--- src/rtl/cal_pkg.sv ---
// Shared definitions for the calendar/display block: mode encoding, the 7-segment
// glyph table and BCD calendar helpers (leap test, days-in-month, BCD increments).
package cal_pkg;

  localparam logic [1:0] MODE_RUN   = 2'd0;
  localparam logic [1:0] MODE_SET_Y = 2'd1;
  localparam logic [1:0] MODE_SET_M = 2'd2;
  localparam logic [1:0] MODE_SET_D = 2'd3;

  typedef enum logic [1:0] {
    StRun  = 2'd0,
    StSetY = 2'd1,
    StSetM = 2'd2,
    StSetD = 2'd3
  } mode_e;

  localparam logic [6:0] SEG_BLANK = 7'b0000000;

  // Segments abcdefg, active-high; anything outside 0..9 is blank.
  function automatic logic [6:0] seg_glyph(input logic [3:0] d);
    logic [6:0] g;
    case (d)
      4'd0:    g = 7'b1111110;
      4'd1:    g = 7'b0110000;
      4'd2:    g = 7'b1101101;
      4'd3:    g = 7'b1111001;
      4'd4:    g = 7'b0110011;
      4'd5:    g = 7'b1011011;
      4'd6:    g = 7'b1011111;
      4'd7:    g = 7'b1110000;
      4'd8:    g = 7'b1111111;
      4'd9:    g = 7'b1111011;
      default: g = SEG_BLANK;
    endcase
    return g;
  endfunction

  // Two BCD digits divisible by 4: even tens need units 0/4/8, odd tens need 2/6.
  function automatic logic div4_bcd(input logic [3:0] tens, input logic [3:0] units);
    if (tens[0]) return (units == 4'd2) || (units == 4'd6);
    return (units == 4'd0) || (units == 4'd4) || (units == 4'd8);
  endfunction

  function automatic logic is_leap_bcd(input logic [15:0] y);
    logic by4, by100, by400;
    by4   = div4_bcd(y[7:4], y[3:0]);
    by100 = (y[7:0] == 8'h00);
    by400 = by100 && div4_bcd(y[15:12], y[11:8]);
    return by4 && (!by100 || by400);
  endfunction

  function automatic logic [7:0] dim_bcd(input logic [7:0] month, input logic leap);
    logic [7:0] r;
    case (month)
      8'h02:                      r = leap ? 8'h29 : 8'h28;
      8'h04, 8'h06, 8'h09, 8'h11: r = 8'h30;
      default:                    r = 8'h31;
    endcase
    return r;
  endfunction

  function automatic logic [7:0] bcd2_inc(input logic [7:0] v);
    if (v[3:0] == 4'd9) return {v[7:4] + 4'd1, 4'd0};
    return {v[7:4], v[3:0] + 4'd1};
  endfunction

  function automatic logic [15:0] bcd4_inc(input logic [15:0] v);
    logic [15:0] r;
    logic        c;
    r = v;
    c = 1'b1;
    for (int i = 0; i < 4; i++) begin
      if (c) begin
        if (r[4*i +: 4] == 4'd9) begin
          r[4*i +: 4] = 4'd0;
        end else begin
          r[4*i +: 4] = r[4*i +: 4] + 4'd1;
          c = 1'b0;
        end
      end
    end
    return r;
  endfunction

  function automatic logic [15:0] to_bcd4(input int unsigned v);
    return {4'((v / 1000) % 10), 4'((v / 100) % 10), 4'((v / 10) % 10), 4'(v % 10)};
  endfunction

endpackage

--- src/rtl/seg7_scan_mux.sv ---
// Digit scanner: free-running prescaler; the digit select steps down once per
// prescaler wrap, from DIGITS-1 to 0 and back to DIGITS-1.
module seg7_scan_mux #(
  parameter int unsigned DIGITS   = 6,
  parameter int unsigned SCAN_DIV = 15
) (
  input  logic       clk,
  input  logic       reset,
  output logic [2:0] seg7_sel
);

  localparam logic [2:0] SelLast = 3'(DIGITS - 1);

  logic [SCAN_DIV-1:0] presc_q;
  logic [2:0]          sel_q;

  // Prescaler and digit select.
  always_ff @(posedge clk) begin
    if (reset) begin
      presc_q <= '0;
      sel_q   <= SelLast;
    end else begin
      presc_q <= presc_q + SCAN_DIV'(1);
      if (&presc_q) begin
        sel_q <= (sel_q == 3'd0) ? SelLast : sel_q - 3'd1;
      end
    end
  end

  assign seg7_sel = sel_q;

endmodule

--- src/rtl/calendar_set_display.sv ---
// BCD calendar with button-driven set mode and a multiplexed 7-segment display.
// Optional feature macro CAL_BLINK_EN: blanks the field being edited on a slow blink.
module calendar_set_display
  import cal_pkg::*;
#(
  parameter int unsigned YEAR_MIN = 2000,
  parameter int unsigned YEAR_MAX = 2099,
  parameter int unsigned DIGITS   = 6,
  parameter int unsigned SCAN_DIV = 15
) (
  input  logic        clk,
  input  logic        reset,
  input  logic        tick_day,
  input  logic        btn_mode,
  input  logic        btn_inc,
  output logic [1:0]  mode,
  output logic [15:0] year_bcd,
  output logic [7:0]  month_bcd,
  output logic [7:0]  day_bcd,
  output logic        year_wrap,
  output logic [2:0]  seg7_sel,
  output logic [6:0]  seg7_out,
  output logic        dpt_out
);

  localparam logic [15:0] YearMinBcd = to_bcd4(YEAR_MIN);
  localparam logic [15:0] YearMaxBcd = to_bcd4(YEAR_MAX);
  // 6-digit layout drops the two leading year digits of the 8-digit map.
  localparam logic [2:0]  PosOffset  = 3'(8 - DIGITS);

  mode_e       mode_q, mode_d;
  logic [15:0] year_q, year_d;
  logic [7:0]  month_q, month_d, day_q, day_d;
  logic        wrap_q, wrap_d;

  logic        leap_cur;
  logic [7:0]  dim_cur, dim_set_y, dim_set_m;
  logic [15:0] year_next;
  logic [7:0]  month_next;

  assign leap_cur   = is_leap_bcd(year_q);
  assign dim_cur    = dim_bcd(month_q, leap_cur);
  assign year_next  = (year_q == YearMaxBcd) ? YearMinBcd : bcd4_inc(year_q);
  assign month_next = (month_q == 8'h12) ? 8'h01 : bcd2_inc(month_q);
  assign dim_set_y  = dim_bcd(month_q, is_leap_bcd(year_next));
  assign dim_set_m  = dim_bcd(month_next, leap_cur);

  // Mode FSM next state: btn_mode cycles RUN -> SET_Y -> SET_M -> SET_D -> RUN.
  always_comb begin
    mode_d = mode_q;
    if (btn_mode) begin
      unique case (mode_q)
        StRun:  mode_d = StSetY;
        StSetY: mode_d = StSetM;
        StSetM: mode_d = StSetD;
        StSetD: mode_d = StRun;
        default: mode_d = StRun;
      endcase
    end
  end

  // Date next state: day ticks in RUN, field increments (inc dropped under btn_mode) in SET.
  always_comb begin
    year_d  = year_q;
    month_d = month_q;
    day_d   = day_q;
    wrap_d  = 1'b0;
    if (mode_q == StRun) begin
      if (tick_day) begin
        if (day_q < dim_cur) begin
          day_d = bcd2_inc(day_q);
        end else begin
          day_d = 8'h01;
          if (month_q == 8'h12) begin
            month_d = 8'h01;
            year_d  = year_next;
            wrap_d  = (year_q == YearMaxBcd);
          end else begin
            month_d = bcd2_inc(month_q);
          end
        end
      end
    end else if (btn_inc && !btn_mode) begin
      case (mode_q)
        StSetY: begin
          year_d = year_next;
          if (day_q > dim_set_y) day_d = dim_set_y;
        end
        StSetM: begin
          month_d = month_next;
          if (day_q > dim_set_m) day_d = dim_set_m;
        end
        StSetD:  day_d = (day_q >= dim_cur) ? 8'h01 : bcd2_inc(day_q);
        default: ;
      endcase
    end
  end

  // State registers.
  always_ff @(posedge clk) begin
    if (reset) begin
      mode_q  <= StRun;
      year_q  <= YearMinBcd;
      month_q <= 8'h01;
      day_q   <= 8'h01;
      wrap_q  <= 1'b0;
    end else begin
      mode_q  <= mode_d;
      year_q  <= year_d;
      month_q <= month_d;
      day_q   <= day_d;
      wrap_q  <= wrap_d;
    end
  end

  assign mode      = mode_q;
  assign year_bcd  = year_q;
  assign month_bcd = month_q;
  assign day_bcd   = day_q;
  assign year_wrap = wrap_q;

  seg7_scan_mux #(
    .DIGITS  (DIGITS),
    .SCAN_DIV(SCAN_DIV)
  ) u_scan (
    .clk     (clk),
    .reset   (reset),
    .seg7_sel(seg7_sel)
  );

  logic blink_q;
`ifdef CAL_BLINK_EN
  logic [SCAN_DIV+6:0] blink_cnt_q;

  // Blink phase: toggles every 2^(SCAN_DIV+7) clocks.
  always_ff @(posedge clk) begin
    if (reset) begin
      blink_cnt_q <= '0;
      blink_q     <= 1'b0;
    end else begin
      blink_cnt_q <= blink_cnt_q + (SCAN_DIV + 7)'(1);
      if (&blink_cnt_q) blink_q <= ~blink_q;
    end
  end
`else
  assign blink_q = 1'b0;
`endif

  logic [2:0] pos;
  logic [3:0] digit;
  logic [1:0] digit_field;
  logic       blank;

  assign pos = seg7_sel + PosOffset;

  // Digit select in 8-digit terms: YYYY MM DD, left to right.
  always_comb begin
    digit       = 4'hf;
    digit_field = MODE_RUN;
    case (pos)
      3'd0: begin digit = year_q[15:12]; digit_field = MODE_SET_Y; end
      3'd1: begin digit = year_q[11:8];  digit_field = MODE_SET_Y; end
      3'd2: begin digit = year_q[7:4];   digit_field = MODE_SET_Y; end
      3'd3: begin digit = year_q[3:0];   digit_field = MODE_SET_Y; end
      3'd4: begin digit = month_q[7:4];  digit_field = MODE_SET_M; end
      3'd5: begin digit = month_q[3:0];  digit_field = MODE_SET_M; end
      3'd6: begin digit = day_q[7:4];    digit_field = MODE_SET_D; end
      default: begin digit = day_q[3:0]; digit_field = MODE_SET_D; end
    endcase
  end

  assign blank    = blink_q && (digit_field == mode);
  assign seg7_out = blank ? SEG_BLANK : seg_glyph(digit);
  assign dpt_out  = !blank && ((pos == 3'd3) || (pos == 3'd5));

endmodule

--- config.mk ---
export PLATFORM = sky130hd
export DESIGN_NAME = calendar_set_display
export DESIGN_NICKNAME = d
export VERILOG_FILES = /design/src/rtl/cal_pkg.sv /design/src/rtl/seg7_scan_mux.sv /design/src/rtl/calendar_set_display.sv
export SDC_FILE = /design/constraint.sdc
export NUM_CORES = 1
export LEC_CHECK = 0
export BUFFER_PORTS_ARGS = -buffer_cell sky130_fd_sc_hd__buf_2
export CAP_MARGIN = 5
export CORE_MARGIN = 2
export CORE_UTILIZATION = 55
export DETAILED_ROUTE_END_ITERATION = 12
export GPL_TIMING_DRIVEN = 0
export PLACE_DENSITY = 0.77
export SLEW_MARGIN = 15
export SYNTH_ARGS = -nofsm -noshare
export SYNTH_HDL_FRONTEND = slang
export SYNTH_SLANG_ARGS = --single-unit
--- constraint.sdc ---
create_clock -name clk -period 10.1 [get_ports clk]
set_input_delay 0.505 -clock clk [delete_from_list [all_inputs] [get_ports clk]]
set_output_delay 0.505 -clock clk [all_outputs]
set_load 0.02 [all_outputs]
# After elaboration in Yosys (flattened, before gate mapping)
# Memory sizes are Yosys's and may differ from the RTL's.
# Index checks and enable logic that the tools add are counted.
[totals]
reg_bits = 53
latchBits = 0
mem_bits_rw = 0
mem_bits_ro = 112
out_inout_bits = 46
word_cells = 196
n_memories = 1
[op_classes]
addsub = 11
multipliers = 0
div_mod_pow = 0
order_cmp = 4
eq_ne = 51
n_shift = 0
muxes = 72
n_bitwise = 3
n_reduce_logical = 45
[memory_table]
columns = ["name", "depth", "word_bits", "rd", "rd_clocked_by_memory_dff", "write_ports", "line_no", "source"]
rows = [
  ["(name not given)", 16, 7, 1, 0, 0, "cal_pkg.sv:22", "case (d)"],
]
[ops]
columns = ["op", "count"]
rows = [
  ["$mux 8", 20],
  ["$mux 16", 7],
  ["$eq 4x4->1 const B", 10],
  ["$add 4x1->4 const B", 8],
  ["$eq 4x3->1 const B", 8],
  ["$eq 8x3->1 const B", 4],
  ["$mux 1", 31],
  ["$pmux 5 s2", 3],
  ["$mux 4", 7],
  ["$pmux 4 s7", 1],
  ["$eq 8x5->1 const B", 3],
  ["$pmux 8 s3", 1],
  ["$eq 16x14->1 const B", 1],
  ["$eq 4x2->1 const B", 4],
  ["$eq 8x2->1 const B", 2],
  ["$eq 8x4->1 const B", 2],
  ["$gt 8x8->1", 2],
  ["$logic_not 4->1", 4],
  ["$logic_not 8->1", 2],
  ["$add 15x1->15 const B", 1],
  ["$logic_or 1x1->1", 15],
  ["$reduce_and 15->1", 1],
  ["$reduce_and 5->1", 3],
  ["$eq 3x3->1 const B", 3],
  ["27 further kinds", 43],
]

# Longest topological paths before layout
[logic_depth]
ltp_word = 20
mapped_depth = 15
ltp_nobuf = 15

# By module
# A second synthesis with hierarchy kept.
[hier_totals]
hier_cells = 536
hier_area_um2 = 4142.7
[by_module_without_submodules]
columns = ["mod", "n_inst", "cells_per_inst", "area_each_um2", "seq_area_each_um2"]
rows = [
  ["calendar_set_display", 1, 441, 3283.1, 700.7],
  ["seg7_scan_mux", 1, 95, 859.6, 360.3],
]

# Least setup slack after synthesis
# No wires, ideal clock.
[synth_timing]
kind = "reg-to-reg"
from = "reg year_q[0] (netlist: year_bcd[0])"
to = "reg day_q[4] (netlist: day_bcd[4])"
setup_time_ps = 95
t_arrival_ps = 3408
slack_ps = 6596
path_stages_with_launch = 15
synth_period_minus_slack_ps = 3504
path_cell_list = "dfxtp_1 > clkbuf_1 > nand4b_1 > or3_1 > o221ai_1 > a21oi_1 > o41ai_1 > inv_1 > ha_1 > nor4b_1 > o21bai_1 > a31oi_1 > nor3_2 > o21ai_0 > a221oi_1"
[synth_between]
elab_chain_cells = 17
word_cells_on_any_way = 73
[synth_rtl]
columns = ["element", "line_no", "source"]
rows = [
  ["start, declared", "calendar_set_display.sv:32", "logic [15:0] year_q, year_d;"],
  ["start signal, assigned", "calendar_set_display.sv:103", "year_q <= YearMinBcd;"],
  ["start signal, assigned", "calendar_set_display.sv:109", "year_q <= year_d;"],
  ["$eq 4x4->1", "cal_pkg.sv:74", "if (r[4*i +: 4] == 4'd9) begin"],
  ["$mux 1", "cal_pkg.sv:74", ""],
  ["$mux 1", "cal_pkg.sv:73", "if (c) begin"],
  ["$mux 4", "cal_pkg.sv:73", ""],
  ["$mux 16", "calendar_set_display.sv:43", "assign year_next = (year_q == YearMaxBcd) ? YearMinBcd : bcd4_inc(year_q);"],
  ["$eq 4x2->1, or another cell as far along", "cal_pkg.sv:40", "if (tens[0]) return (units == 4'd2) || (units == 4'd6);"],
  ["$logic_or 1x1->1 (on tied branches)", "cal_pkg.sv:40, cal_pkg.sv:41", ""],
  ["$mux 1 or $logic_or 1x1->1 (tied branches)", "cal_pkg.sv:40, cal_pkg.sv:41", ""],
  ["$mux 1", "cal_pkg.sv:41", "return (units == 4'd0) || (units == 4'd4) || (units == 4'd8);"],
  ["$logic_and 1x1->1", "cal_pkg.sv:48", "by400 = by100 && div4_bcd(y[15:12], y[11:8]);"],
  ["$logic_or 1x1->1", "cal_pkg.sv:49", "return by4 && (!by100 || by400);"],
  ["$logic_and 1x1->1", "cal_pkg.sv:49", ""],
  ["$mux 1", "cal_pkg.sv:55", "8'h02: r = leap ? 8'h29 : 8'h28;"],
  ["$pmux 5 s2", "cal_pkg.sv:54", "case (month)"],
  ["$gt 8x8->1", "calendar_set_display.sv:87", "if (day_q > dim_set_y) day_d = dim_set_y;"],
  ["$ne 3x3->1 (no source line)", "n/a", ""],
  ["$reduce_and 7->1 (no source line)", "n/a", ""],
  ["end signal, assigned", "calendar_set_display.sv:111", "day_q <= day_d;"],
  ["end, declared", "calendar_set_display.sv:33", "logic [7:0] month_q, month_d, day_q, day_d;"],
]
# Several ways; a longest one is shown, not always the timed one. The select of a mux whose other input is x is not followed.
# A chain may end at the register's enable or synchronous reset.

# Final worst setup path
# Ends and elaborated chain as after synthesis.

==> metrics.txt <==
period utilization=between 40% and 50%; Cell Area, Placed=4480 um^2; met3 usage=5.34%; Die W=90.4 um; post-synthesis simple-gate area fraction=around 31%; combinational cell fraction of total power=24.5%; Post-synth EDFFs=0; Max Slew Vio Count=0; synth top area cells=dfxtp_1, ha_1, nor2_1; Die H=90.4 um; switching pwr=166 uW; DR vias/cell=6.19; share of layout cells above drive strength 1=approximately 14%; global routing's busiest layer=met2; most common cell after layout, fill and taps aside=nor2_1; Setup TNS=0 ns; Reg clk slew, reported paths=0.11 ns; final hold vios=0; Synth Area in Compound Gates=20.6%; nets@finish=619; maximum level of the CTS H-tree=2; Worst Max-Slew Pin Slew=around 0.80 ns; VDD IR max=0.0594 mV; Final Routed Wirelength=11300 um; post-CTS setup repair buffer count=0; CP peak stage delay=0.69 ns; DIE AREA=8170 um^2; clock sinks=53; first-pass GRT wire length=18700 um; WP data required=10.33 ns; pin count of the biggest net entering global routing=20; Seq/Total Area, Yosys=25.9%; f_max=0.231 GHz; Clock Tree Buf Depth=2; Port Buffers=50; Main synth FF type=dfxtp_1; Adder-Cell Fraction of Synth Area=around 7.9%; vias in the first global route=3915; clk root buf=clkbuf_8; Ports=51; GRT overflow=0; gate count after technology mapping=531; max_cap viols=0; post-synthesis area per instance=7.73 um^2; n_diodes=0; Synth Register Bits=53; relative slew slack=about 47%; Pwr Density=slightly above 100 nW/um^2; hold_ws=approximately 0.41 ns; mux cell area share after synthesis=4.30%; clk_skew=0.00905 ns; met2 GRT Util=a little under half; Yosys top cell by area=dfxtp_1; cts hold-fix bufs=0; WL/cell=16.4 um; core area=7250 um^2; grt met1 use=35.5%; clock buffer count from CTS=5; critical path's slowest cell=o41ai_1; Initial Util=56.6%; hold_sp=btn_mode; Clk network pwr share=28.5%; # fillers=666; Yosys Warn Count=0; sw frac=35.0%; routability cong.=1.00; syn nets=562; Synth top area share=25.9%; worst hold path class=in -> reg; initial antenna violation count=0; register area=between 1000 and 1500 um^2; design area=4580 um^2; RSZ-0062 raised after global routing=no; worst skew pair latency=0.32 ns; Synth async-reset ratio=0%; # setup viols final=0; post-synthesis xor/xnor area fraction=4.70%; Post-Syn Area=4100 um^2; Area Overhead vs Synth=11.5%; count of cell types in the netlist=75; drt pass-1 iters=6; most frequent cells in the layout=nor2_1, buf_2, dfxtp_1; # DRC=0; initial DRC count=between 300 and 400; critical path peak fanout=10; WS Path Type=reg -> reg; Multi-input gate area=between 2000 and 3000 um^2; Startpoint Class=register; Final min period=4.33 ns; status=finished clean; P_leak=1.85 nW; Post-DP HPWL=8370 um; Pint=308 uW; row count=31; launching element of the worst setup path=year_bcd[0]; sequential group share of total power=46.9%; crit path buf inv count=2; CP Cell Sequence=clkbuf_1, nand4b_1, or3_1, o221ai_1, a21oi_1, o41ai_1, inv_1, ha_1, nor4b_1, o21bai_1, a31oi_1, nor3_2, o21ai_0, a221oi_1; post-CTS sizing=0; total number of vias=4256; CP Data Arrival Time=4.56 ns; CTS tree=built; Crit. End Element=register; largest family of logic cells by synthesized area=simple AND/OR/NAND/NOR gates; r2r startpoint=year_bcd[0]; CP top delay family=compound AO/OA/AOI/OAI gates; antenna viol nets, final=0; GRT Resource Usage Total=27.5%
routing by layer:
layer / part of all wire, % / vias up
li1: - / 2036
met1: 42 / 1986
met2: 46 / 208
met3: 9.6 / 26
met4: 2.8 / 0
met5: 0 / -
stage by stage:
stage          utilization, %  std cells  setup WS (ns)  total power, mW
2_1_floorplan               -        531           6.60            0.307
3_3_place_gp             61.7        680           5.97            0.337
3_5_place_dp             61.7        680           5.90            0.341
4_1_cts                  63.1        688           5.87            0.474
5_1_grt                  63.1        688           5.47            0.498
6_report                 63.1        688           5.77            0.474
path summary, 6_finish.rpt:
path	endpoint	slack (ns)	cells after the start
hold / removal	mode[0]	0.41	2
setup reg to reg	day_bcd[4]	5.77	14
setup / recovery	day_bcd[4]	5.77	14
hold reg to reg	u_scan.presc_q[0]	0.45	1
Yosys cell counts, types with 6 or more instances:
cell type	n
nor4_1	6
buf_2	8
nor3_1	7
nand4_1	9
clkbuf_1	28
nand2b_1	9
a31oi_1	6
o21ai_0	35
mux2i_1	12
o22ai_1	6
xor2_1	11
or3_1	9
nor3b_1	10
o31ai_1	6
xnor2_1	11
nor2_1	61
ha_1	26
dfxtp_1	53
nand3_1	21
a21oi_1	36
nor2b_1	17
inv_1	23
nand2_1	28
power groups by stage:
stage / combinational (mW) / sequential [mW] / clock, mW
after global routing: 0.129 / 0.223 / 0.146
final: 0.116 / 0.222 / 0.135
after floorplan: 0.0770 / 0.230 / 0
after detailed placement: 0.114 / 0.227 / 0
after CTS: 0.115 / 0.222 / 0.138
after global placement: 0.110 / 0.227 / 0
layout make-up:
class | count | share of cell area (%)
clock inverters | 3 | 0.629
well taps | 99 | 2.71
inverters | 24 | 1.97
clock buffers | 5 | 1.50
repair buffers | 50 | 5.47
flip-flops and latches | 53 | 23.2
plain buffers | 38 | 3.50
multi-input cells | 416 | 61.0
registers in the layout (all words and copies together) (netlist names):
name and flops:
day_bcd 8, mode 2, month_bcd 8, u_scan.presc_q 15
u_scan.seg7_sel 3, year_bcd 16, year_wrap 1
cells by family (layout without fill, tap and decap cells):
group / count (synthesis) / count (layout)
compound gates: 133 / 133
xor+xnor: 22 / 22
fa+ha+maj: 26 / 26
buf+inv: 62 / 120
flops: 53 / 53
mux: 15 / 15
simple gates: 220 / 220
Power figures use the tool's default switching activity.
